$ cat config.mk
export PLATFORM = sky130hd
export DESIGN_NAME = aes_dec_key_unit_flat
export DESIGN_NICKNAME = d
export VERILOG_FILES = /design/src/rtl/aes_dec_key_if.sv /design/src/rtl/aes_dec_key_unit.sv /design/src/flat_wrapper.sv
export SDC_FILE = /design/constraint.sdc
export NUM_CORES = 2
export LEC_CHECK = 0
export CAP_MARGIN = 20
export CORE_ASPECT_RATIO = 1.4
export CORE_MARGIN = 4
export CORE_UTILIZATION = 40
export DETAILED_ROUTE_END_ITERATION = 10
export SLEW_MARGIN = 20
export SYNTH_ARGS = -nofsm -noshare
export SYNTH_HDL_FRONTEND = slang
export SYNTH_SLANG_ARGS = --single-unit
$ cat constraint.sdc
create_clock -name clk -period 4.6 [get_ports clk]
set_input_delay 1.15 -clock clk [delete_from_list [all_inputs] [get_ports clk]]
set_output_delay 1.15 -clock clk [all_outputs]
set_load 0.005 [all_outputs]
$ cat src/rtl/aes_dec_key_if.sv
// Handshake and data bundle for the AES-128 decryption round-key unit.
interface aes_dec_key_if;
   logic         start;
   logic [127:0] key_in;
   logic         next;
   logic         busy;
   logic         key_ready;
   logic [3:0]   round_idx;
   logic [127:0] round_key;
   logic [7:0]   rcon;
   logic [127:0] mix_in;
   logic [127:0] mix_out;

   modport master (
      output start, key_in, next, mix_in,
      input  busy, key_ready, round_idx, round_key, rcon, mix_out
   );

   modport slave (
      input  start, key_in, next, mix_in,
      output busy, key_ready, round_idx, round_key, rcon, mix_out
   );
endinterface

$ cat src/rtl/aes_dec_key_unit.sv
// AES-128 decryption key engine: forward-expands to the round-10 key, then walks back one
// round key per request. Also hosts a combinational InvMixColumns over a full state.
module aes_dec_key_unit (
   input logic         clk,
   input logic         reset,
   aes_dec_key_if.slave bus
);
   typedef enum logic [1:0] {StIdle, StExpand, StReady} state_e;

   // Byte 0x00 sits in the top byte, so entry b lives at bit offset 8*(255-b).
   localparam logic [2047:0] SboxTbl = {
      128'h637c777bf26b6fc53001672bfed7ab76, 128'hca82c97dfa5947f0add4a2af9ca472c0,
      128'hb7fd9326363ff7cc34a5e5f171d83115, 128'h04c723c31896059a071280e2eb27b275,
      128'h09832c1a1b6e5aa0523bd6b329e32f84, 128'h53d100ed20fcb15b6acbbe394a4c58cf,
      128'hd0efaafb434d338545f9027f503c9fa8, 128'h51a3408f929d38f5bcb6da2110fff3d2,
      128'hcd0c13ec5f974417c4a77e3d645d1973, 128'h60814fdc222a908846eeb814de5e0bdb,
      128'he0323a0a4906245cc2d3ac629195e479, 128'he7c8376d8dd54ea96c56f4ea657aae08,
      128'hba78252e1ca6b4c6e8dd741f4bbd8b8a, 128'h703eb5664803f60e613557b986c11d9e,
      128'he1f8981169d98e949b1e87e9ce5528df, 128'h8ca1890dbfe6426841992d0fb054bb16
   };

   function automatic logic [7:0] sbox(input logic [7:0] b);
      return SboxTbl[{~b, 3'b000} +: 8];
   endfunction

   function automatic logic [31:0] sub_rot(input logic [31:0] w);
      logic [31:0] r;
      r = {w[23:0], w[31:24]};
      return {sbox(r[31:24]), sbox(r[23:16]), sbox(r[15:8]), sbox(r[7:0])};
   endfunction

   function automatic logic [7:0] xtime(input logic [7:0] b);
      return {b[6:0], 1'b0} ^ (b[7] ? 8'h1b : 8'h00);
   endfunction

   function automatic logic [7:0] inv_xtime(input logic [7:0] b);
      return b[0] ? (((b ^ 8'h1b) >> 1) | 8'h80) : (b >> 1);
   endfunction

   function automatic logic [31:0] inv_mix_col(input logic [31:0] col);
      logic [7:0] a  [4];
      logic [7:0] m9 [4];
      logic [7:0] mb [4];
      logic [7:0] md [4];
      logic [7:0] me [4];
      logic [7:0] x2, x4, x8;
      for (int i = 0; i < 4; i++) begin
         a[i]  = col[31-8*i -: 8];
         x2    = xtime(a[i]);
         x4    = xtime(x2);
         x8    = xtime(x4);
         m9[i] = x8 ^ a[i];
         mb[i] = x8 ^ x2 ^ a[i];
         md[i] = x8 ^ x4 ^ a[i];
         me[i] = x8 ^ x4 ^ x2;
      end
      return {me[0] ^ mb[1] ^ md[2] ^ m9[3], m9[0] ^ me[1] ^ mb[2] ^ md[3],
              md[0] ^ m9[1] ^ me[2] ^ mb[3], mb[0] ^ md[1] ^ m9[2] ^ me[3]};
   endfunction

   state_e       state_q, state_d;
   logic [127:0] key_q, key_d;
   logic [3:0]   idx_q, idx_d;
   logic [7:0]   rcon_q, rcon_d;
   logic [127:0] fwd_key, inv_key;
   logic         step_back;

   always_ff @(posedge clk) begin
      if (reset) state_q <= StIdle;
      else       state_q <= state_d;
   end

   always_comb begin
      state_d = state_q;
      if (bus.start) begin
         state_d = StExpand;
      end else if (state_q == StExpand && idx_q == 4'd9) begin
         state_d = StReady;
      end
   end

   always_comb begin
      bus.busy      = (state_q == StExpand);
      bus.key_ready = (state_q == StReady);
   end

   always_comb begin
      logic [31:0] t, f0, f1, f2, i3, i2, i1;
      t  = sub_rot(key_q[31:0]) ^ {rcon_q, 24'h0};
      f0 = key_q[127:96] ^ t;
      f1 = key_q[95:64] ^ f0;
      f2 = key_q[63:32] ^ f1;
      fwd_key = {f0, f1, f2, key_q[31:0] ^ f2};
      // Inverse step rebuilds w3..w1 first; w0 then needs the recovered w3.
      i3 = key_q[31:0] ^ key_q[63:32];
      i2 = key_q[63:32] ^ key_q[95:64];
      i1 = key_q[95:64] ^ key_q[127:96];
      inv_key = {key_q[127:96] ^ sub_rot(i3) ^ {rcon_q, 24'h0}, i1, i2, i3};
   end

   assign step_back = (state_q == StReady) && bus.next && (idx_q != 4'd0);

   always_comb begin
      key_d  = key_q;
      idx_d  = idx_q;
      rcon_d = rcon_q;
      if (bus.start) begin
         key_d  = bus.key_in;
         idx_d  = 4'd0;
         rcon_d = 8'h01;
      end else if (state_q == StExpand) begin
         key_d  = fwd_key;
         idx_d  = idx_q + 4'd1;
         rcon_d = (idx_q == 4'd9) ? 8'h36 : xtime(rcon_q);
      end else if (step_back) begin
         key_d  = inv_key;
         idx_d  = idx_q - 4'd1;
         rcon_d = inv_xtime(rcon_q);
      end
   end

   always_ff @(posedge clk) begin
      if (reset) begin
         key_q  <= '0;
         idx_q  <= '0;
         rcon_q <= '0;
      end else begin
         key_q  <= key_d;
         idx_q  <= idx_d;
         rcon_q <= rcon_d;
      end
   end

   assign bus.round_key = key_q;
   assign bus.round_idx = idx_q;
   assign bus.rcon      = rcon_q;

   for (genvar c = 0; c < 4; c++) begin : g_mix
      assign bus.mix_out[32*c+31 -: 32] = inv_mix_col(bus.mix_in[32*c+31 -: 32]);
   end
endmodule

$ cat src/flat_wrapper.sv
// flat-port wrapper written by rule: the top's interface ports become plain ports
module aes_dec_key_unit_flat 
  (clk, reset, bus_start, bus_key_in, bus_next, bus_mix_in, bus_busy, bus_key_ready, bus_round_idx, bus_round_key, bus_rcon, bus_mix_out);
  aes_dec_key_if bus_i ();
  input logic clk;
  input logic reset;
  input wire logic [$bits(bus_i.start)-1:0] bus_start;
  input wire logic [$bits(bus_i.key_in)-1:0] bus_key_in;
  input wire logic [$bits(bus_i.next)-1:0] bus_next;
  input wire logic [$bits(bus_i.mix_in)-1:0] bus_mix_in;
  output wire logic [$bits(bus_i.busy)-1:0] bus_busy;
  output wire logic [$bits(bus_i.key_ready)-1:0] bus_key_ready;
  output wire logic [$bits(bus_i.round_idx)-1:0] bus_round_idx;
  output wire logic [$bits(bus_i.round_key)-1:0] bus_round_key;
  output wire logic [$bits(bus_i.rcon)-1:0] bus_rcon;
  output wire logic [$bits(bus_i.mix_out)-1:0] bus_mix_out;
  assign bus_i.start = bus_start;
  assign bus_i.key_in = bus_key_in;
  assign bus_i.next = bus_next;
  assign bus_i.mix_in = bus_mix_in;
  assign bus_busy = bus_i.busy;
  assign bus_key_ready = bus_i.key_ready;
  assign bus_round_idx = bus_i.round_idx;
  assign bus_round_key = bus_i.round_key;
  assign bus_rcon = bus_i.rcon;
  assign bus_mix_out = bus_i.mix_out;
  aes_dec_key_unit u_core (.clk(clk), .reset(reset), .bus(bus_i));
endmodule
# --- After elaboration in Yosys (flattened, before gate mapping) ---
# Cells that the tools add are included.
# Widths: inputs -> output; s select.
classes:
  mux: 61
  addsub: 2
  eq_ne: 3
  reduce_logical: 8
  shifts: 8
  n_bitwise: 212
op_table:
  columns: ["op", "n"]
  rows:
  - ["$shiftx 2048x12->8 const A", 8]
  - ["$xor 8x8->8", 193]
  - ["$mux 128", 3]
  - ["$xor 32x32->32", 10]
  - ["$mux 5", 49]
  - ["$not 8->8", 8]
  - ["$mux 8", 4]
  - ["$mux 4", 2]
  - ["$add 4x1->4 const B", 1]
  - ["$eq 4x4->1 const B", 1]
  - ["$not 4->4", 1]
  - ["$reduce_bool 2->1", 2]
  - ["$reduce_bool 4->1", 1]
  - ["$sub 4x1->4 const B", 1]
  - ["$logic_and 1x1->1", 3]
  - ["$mux 1", 3]
  - ["$reduce_bool 3->1", 1]
  - ["$eq 2x1->1 const B", 1]
  - ["$eq 2x2->1 const B", 1]
  - ["$reduce_or 2->1", 1]
totals:
  inputBits: 260
  reg_bits: 142
  word_cells: 300
  output_inout_bits: 270

# --- Depth between registers and ports, before layout ---
depth:
  word_depth: 11
  ltp_mapped: 17

# --- Worst setup path before layout ---
# Ideal clock, no wire load.
synth_timing:
  path_type: "input to output"
  startpoint: "input bus_mix_in[119]"
  endpoint: "output bus_mix_out[118]"
  slack_ns: 0.516
  path_buffers: 1
  path_stages: 7
  arrival_time_ns: 2.934
  path_cell_list: "clkbuf_1 -> xor2_1 -> xnor2_1 -> xor2_1 -> xor2_1 -> xnor2_1 -> xnor2_1"
synth_via:
  elab_chain_len: 9
synth_rtl:
  columns: ["item", "line", "rtl"]
  rows:
  - ["start: declaration", "flat_wrapper.sv:10", "input wire logic [$bits(bus_i.mix_in)-1:0] bus_mix_in;"]
  - ["$mux 5", "aes_dec_key_unit.sv:33", "return {b[6:0], 1'b0} ^ (b[7] ? 8'h1b : 8'h00);"]
  - ["$xor 8x8->8 (3 in a row)", "aes_dec_key_unit.sv:33", null]
  - ["$xor 8x8->8 (2 in a row)", "aes_dec_key_unit.sv:55", "me[i] = x8 ^ x4 ^ x2;"]
  - ["$xor 8x8->8 (3 in a row)", "aes_dec_key_unit.sv:57", "return {me[0] ^ mb[1] ^ md[2] ^ m9[3], m9[0] ^ me[1] ^ mb[2] ^ md[3],"]
  - ["end: declaration", "flat_wrapper.sv:16", "output wire logic [$bits(bus_i.mix_out)-1:0] bus_mix_out;"]
# No other way between the ends.

# --- Worst setup path in the final report ---
layout_timing:
  startpoint: "input bus_mix_in[39]"
  endpoint: "output bus_mix_out[61]"
layout_via:
  elab_chain_len: 6
layout_rtl:
  columns: ["item", "line", "rtl"]
  rows:
  - ["$mux 5", "aes_dec_key_unit.sv:33", null]
  - ["$xor 8x8->8 (3 in a row)", "aes_dec_key_unit.sv:33", null]
  - ["$xor 8x8->8", "aes_dec_key_unit.sv:52", "m9[i] = x8 ^ a[i];"]
  - ["$xor 8x8->8", "aes_dec_key_unit.sv:57", null]
# No other way between the ends.

==> results_dict.tcl <==
set metrics [dict create \
    status "finished clean" \
    ys_types 106 \
    hold_depth 2 \
    cts_tree "yes" \
    clkTransAtPathRegs_ns 0.07 \
    swShare_pct 54.7 \
    hold_path_class "flip-flop to flip-flop" \
    grt-ovfl-total 0 \
    syn_inst 6390 \
    whs_ns 0.524 \
    critPathSlowestCell "clkdlybuf4s50_1" \
    setup_viol 0 \
    yosysWarnings 0 \
    routedWlPerCell_um 31.7 \
    place.port_buffers 529 \
    first_global_vias 55900 \
    nNetsFinal 7465 \
    clk_path_buf_depth 2 \
    criticalPathCategory "input pin to primary output" \
    drive_gt1_share_pct 18.5 \
    area_growth_syn_to_layout_pct 30.8 \
    endpoint_kind "primary output" \
    grt_pass1_wl_mm 388 \
    finalPower_w 0.0251 \
    irDropWorstVdd_v 0.000356 \
    dr.pass1.iters 10 \
    dp_hpwl_mm 203 \
    synth_enable_flop_cells 0 \
    hold_viol 0 \
    path_cells "clkdlybuf4s50_1, buf_6, xnor2_2, xnor2_1, xnor2_1, xnor2_1, buf_4, buf_4, xnor2_1, xnor2_1, dlygate4sd2_1" \
    drtIter0Drc 9414 \
    p_comb_share_pct 86.7 \
    cts_root_buf "clkbuf_16" \
    yosys_register_bits 142 \
    path_max_fanout 4 \
    htree_levels 4 \
    reg2reg_depth 14 \
    critPathRequiredTime_ns 3.45 \
    layout.cells.most_common_list "buf_4, xnor2_1, nand2_1, o21ai_0, nor2_1" \
    p_seq_share_pct 7.1 \
    final_common_cell "buf_4" \
    cts_buffers 17 \
    coreArea_um2 109000 \
    ctsHoldBuffers 0 \
    die_area_um2 115000 \
    ios 530 \
    p_switching_w 0.0137 \
    relSlewSlack_pct 22.6 \
    track_usage_pct 44.9 \
    ys_seq_area_share_pct 6.49 \
    fp.dieW_um 288 \
    leakage_nw 21.4 \
    rows 143 \
    fin_crit_ns 4.58 \
    grt_max_degree 131 \
    place_inst 8483 \
    period_share_pct 99.7 \
    cap_violations 0 \
    wl_mm 272 \
    final_antenna_net_count 0 \
    cpPeakStageDelay_ns 0.45 \
    fin_cells 8563 \
    p_int_w 0.0114 \
    slew_violations 0 \
    netlist_area_um2 43800 \
    postSynthAreaPerCell_um2 6.85 \
    gp_congestion 1.10 \
    async_flop_share_pct 0 \
    rsz0062_at_grt "yes" \
    cp-start-kind "input pin" \
    finClkSkew_ns 0.0568 \
    crit_top_cell "xnor2_1" \
    drc 0 \
    worstPathArrival_ns 3.43 \
    clk_latency_ns 0.57 \
    syn_nets 6769 \
    die_y_um 400 \
    yosys_most_used_dff "dfxtp_1" \
    dp_slack_ns -0.342 \
    cellPowerDensity_nw_per_um2 438 \
    dr_total_vias 58400 \
    worstMarginPinSlew_ns 1.16 \
    clock_sinks 142 \
    vias_per_cell 6.82 \
    start_util_pct 40.3 \
    p_clk_share_pct 6.2 \
    setup_ws_ns 0.0157 \
    fmax_mhz 218 \
    antenna_found_initial 30 \
]
## final timing paths
kind / to / start / slack (ns)
hold / removal: u_core.state_q[1] / u_core.state_q[1] / 0.52
setup reg to reg: u_core.bus.round_key[127] / u_core.bus.round_key[16] / 0.12
setup / recovery: bus_mix_out[61] / bus_mix_in[39] / 0.02
hold reg to reg: u_core.state_q[1] / u_core.state_q[1] / 0.52
## logic make-up after synthesis
logic type,count (synthesis),synth area share [%]
xor+xnor,1054,21.6
flops,142,6.49
mux,151,5.82
simple gates,1990,21.8
fa+ha+maj,120,3.44
compound gates,2140,33.2
buf+inv,793,7.71
## layer usage
metal	part of all wire, %	up-vias	wire length (um)	GRT usage (%)
met2	45	4631	122000	72.9
met1	33	27400	90800	48.9
met5	0.053	-	145	0.129
met4	9.6	20	26200	34.6
met3	12	1361	32300	13.6
li1	-	24900	-	-
## flip-flops by register name, indices dropped and copies added (netlist names)
| register | flops |
|---|---|
| u_core.bus.round_idx | 4 |
| u_core.bus.rcon | 8 |
| u_core.bus.round_key | 128 |
| u_core.state_q | 2 |
## critical path: cells and delay by family
kind                   cells  cell delay (ns)
XOR/XNOR                   6             1.13
buffers and inverters      5             1.16
## synth_stat cells, types with 44 or more instances
cell type / number / area share, %
and2_1: 62 / 0.89
a211oi_1: 117 / 2.0
nand2b_1: 121 / 1.7
nor3_1: 235 / 2.7
mux2i_1: 52 / 1.2
buf_1: 68 / 0.58
o31ai_1: 58 / 0.99
xnor2_1: 773 / 15
a31oi_1: 131 / 1.9
nor2b_1: 92 / 1.3
nand3_1: 165 / 1.9
buf_2: 168 / 1.9
nor2_1: 472 / 4.0
nand2_1: 560 / 4.8
o21ai_0: 472 / 5.4
a21oi_1: 440 / 5.0
mux4_2: 81 / 4.2
a311oi_1: 87 / 1.7
o211ai_1: 125 / 2.1
a221oi_1: 44 / 0.88
or3_1: 54 / 0.77
dfxtp_1: 142 / 6.5
o22ai_1: 57 / 0.81
xor2_1: 260 / 5.2
o311ai_0: 97 / 1.9
clkbuf_1: 428 / 3.7
ha_1: 118 / 3.4
inv_1: 77 / 0.66
## stage by stage
step                TNS [ns]  utilization (%)  area, um^2
floorplan                  0                -       43800
global route          -0.408             52.7       57300
CTS                  -0.0387             52.0       56500
finish                     0             52.8       57300
global placement      -10.46             50.4       54700
detailed placement    -11.07             50.4       54700
## cell type report
| class | count | area (um^2) |
|---|---|---|
| Antenna cell | 14 | 35.0 |
| Clock buffer | 21 | 460 |
| Clock inverter | 11 | 105 |
| Fill cell | 10800 | 51300 |
| Inverter | 95 | 362 |
| Multi-Input combinational cell | 5455 | 39600 |
| Sequential cell | 142 | 2890 |
| Tap cell | 1450 | 1810 |
| Timing Repair Buffer | 1375 | 12000 |
## power by group through the flow
stage                     clock network (W)  logic (W)  registers (W)
after floorplan                           0     0.0116        0.00158
after global routing                0.00159     0.0226        0.00181
after detailed placement                  0     0.0205        0.00180
final                               0.00154     0.0218        0.00179
after global placement                    0     0.0206        0.00179
after CTS                           0.00156     0.0208        0.00177
## timing repair
item	in CTS	in global routing
pin swaps	63	37
setup endpoints to repair	92	67
buffers inserted	24	10
gates resized for setup	208	118
No activity file was read; power rests on OpenSTA's default activity.
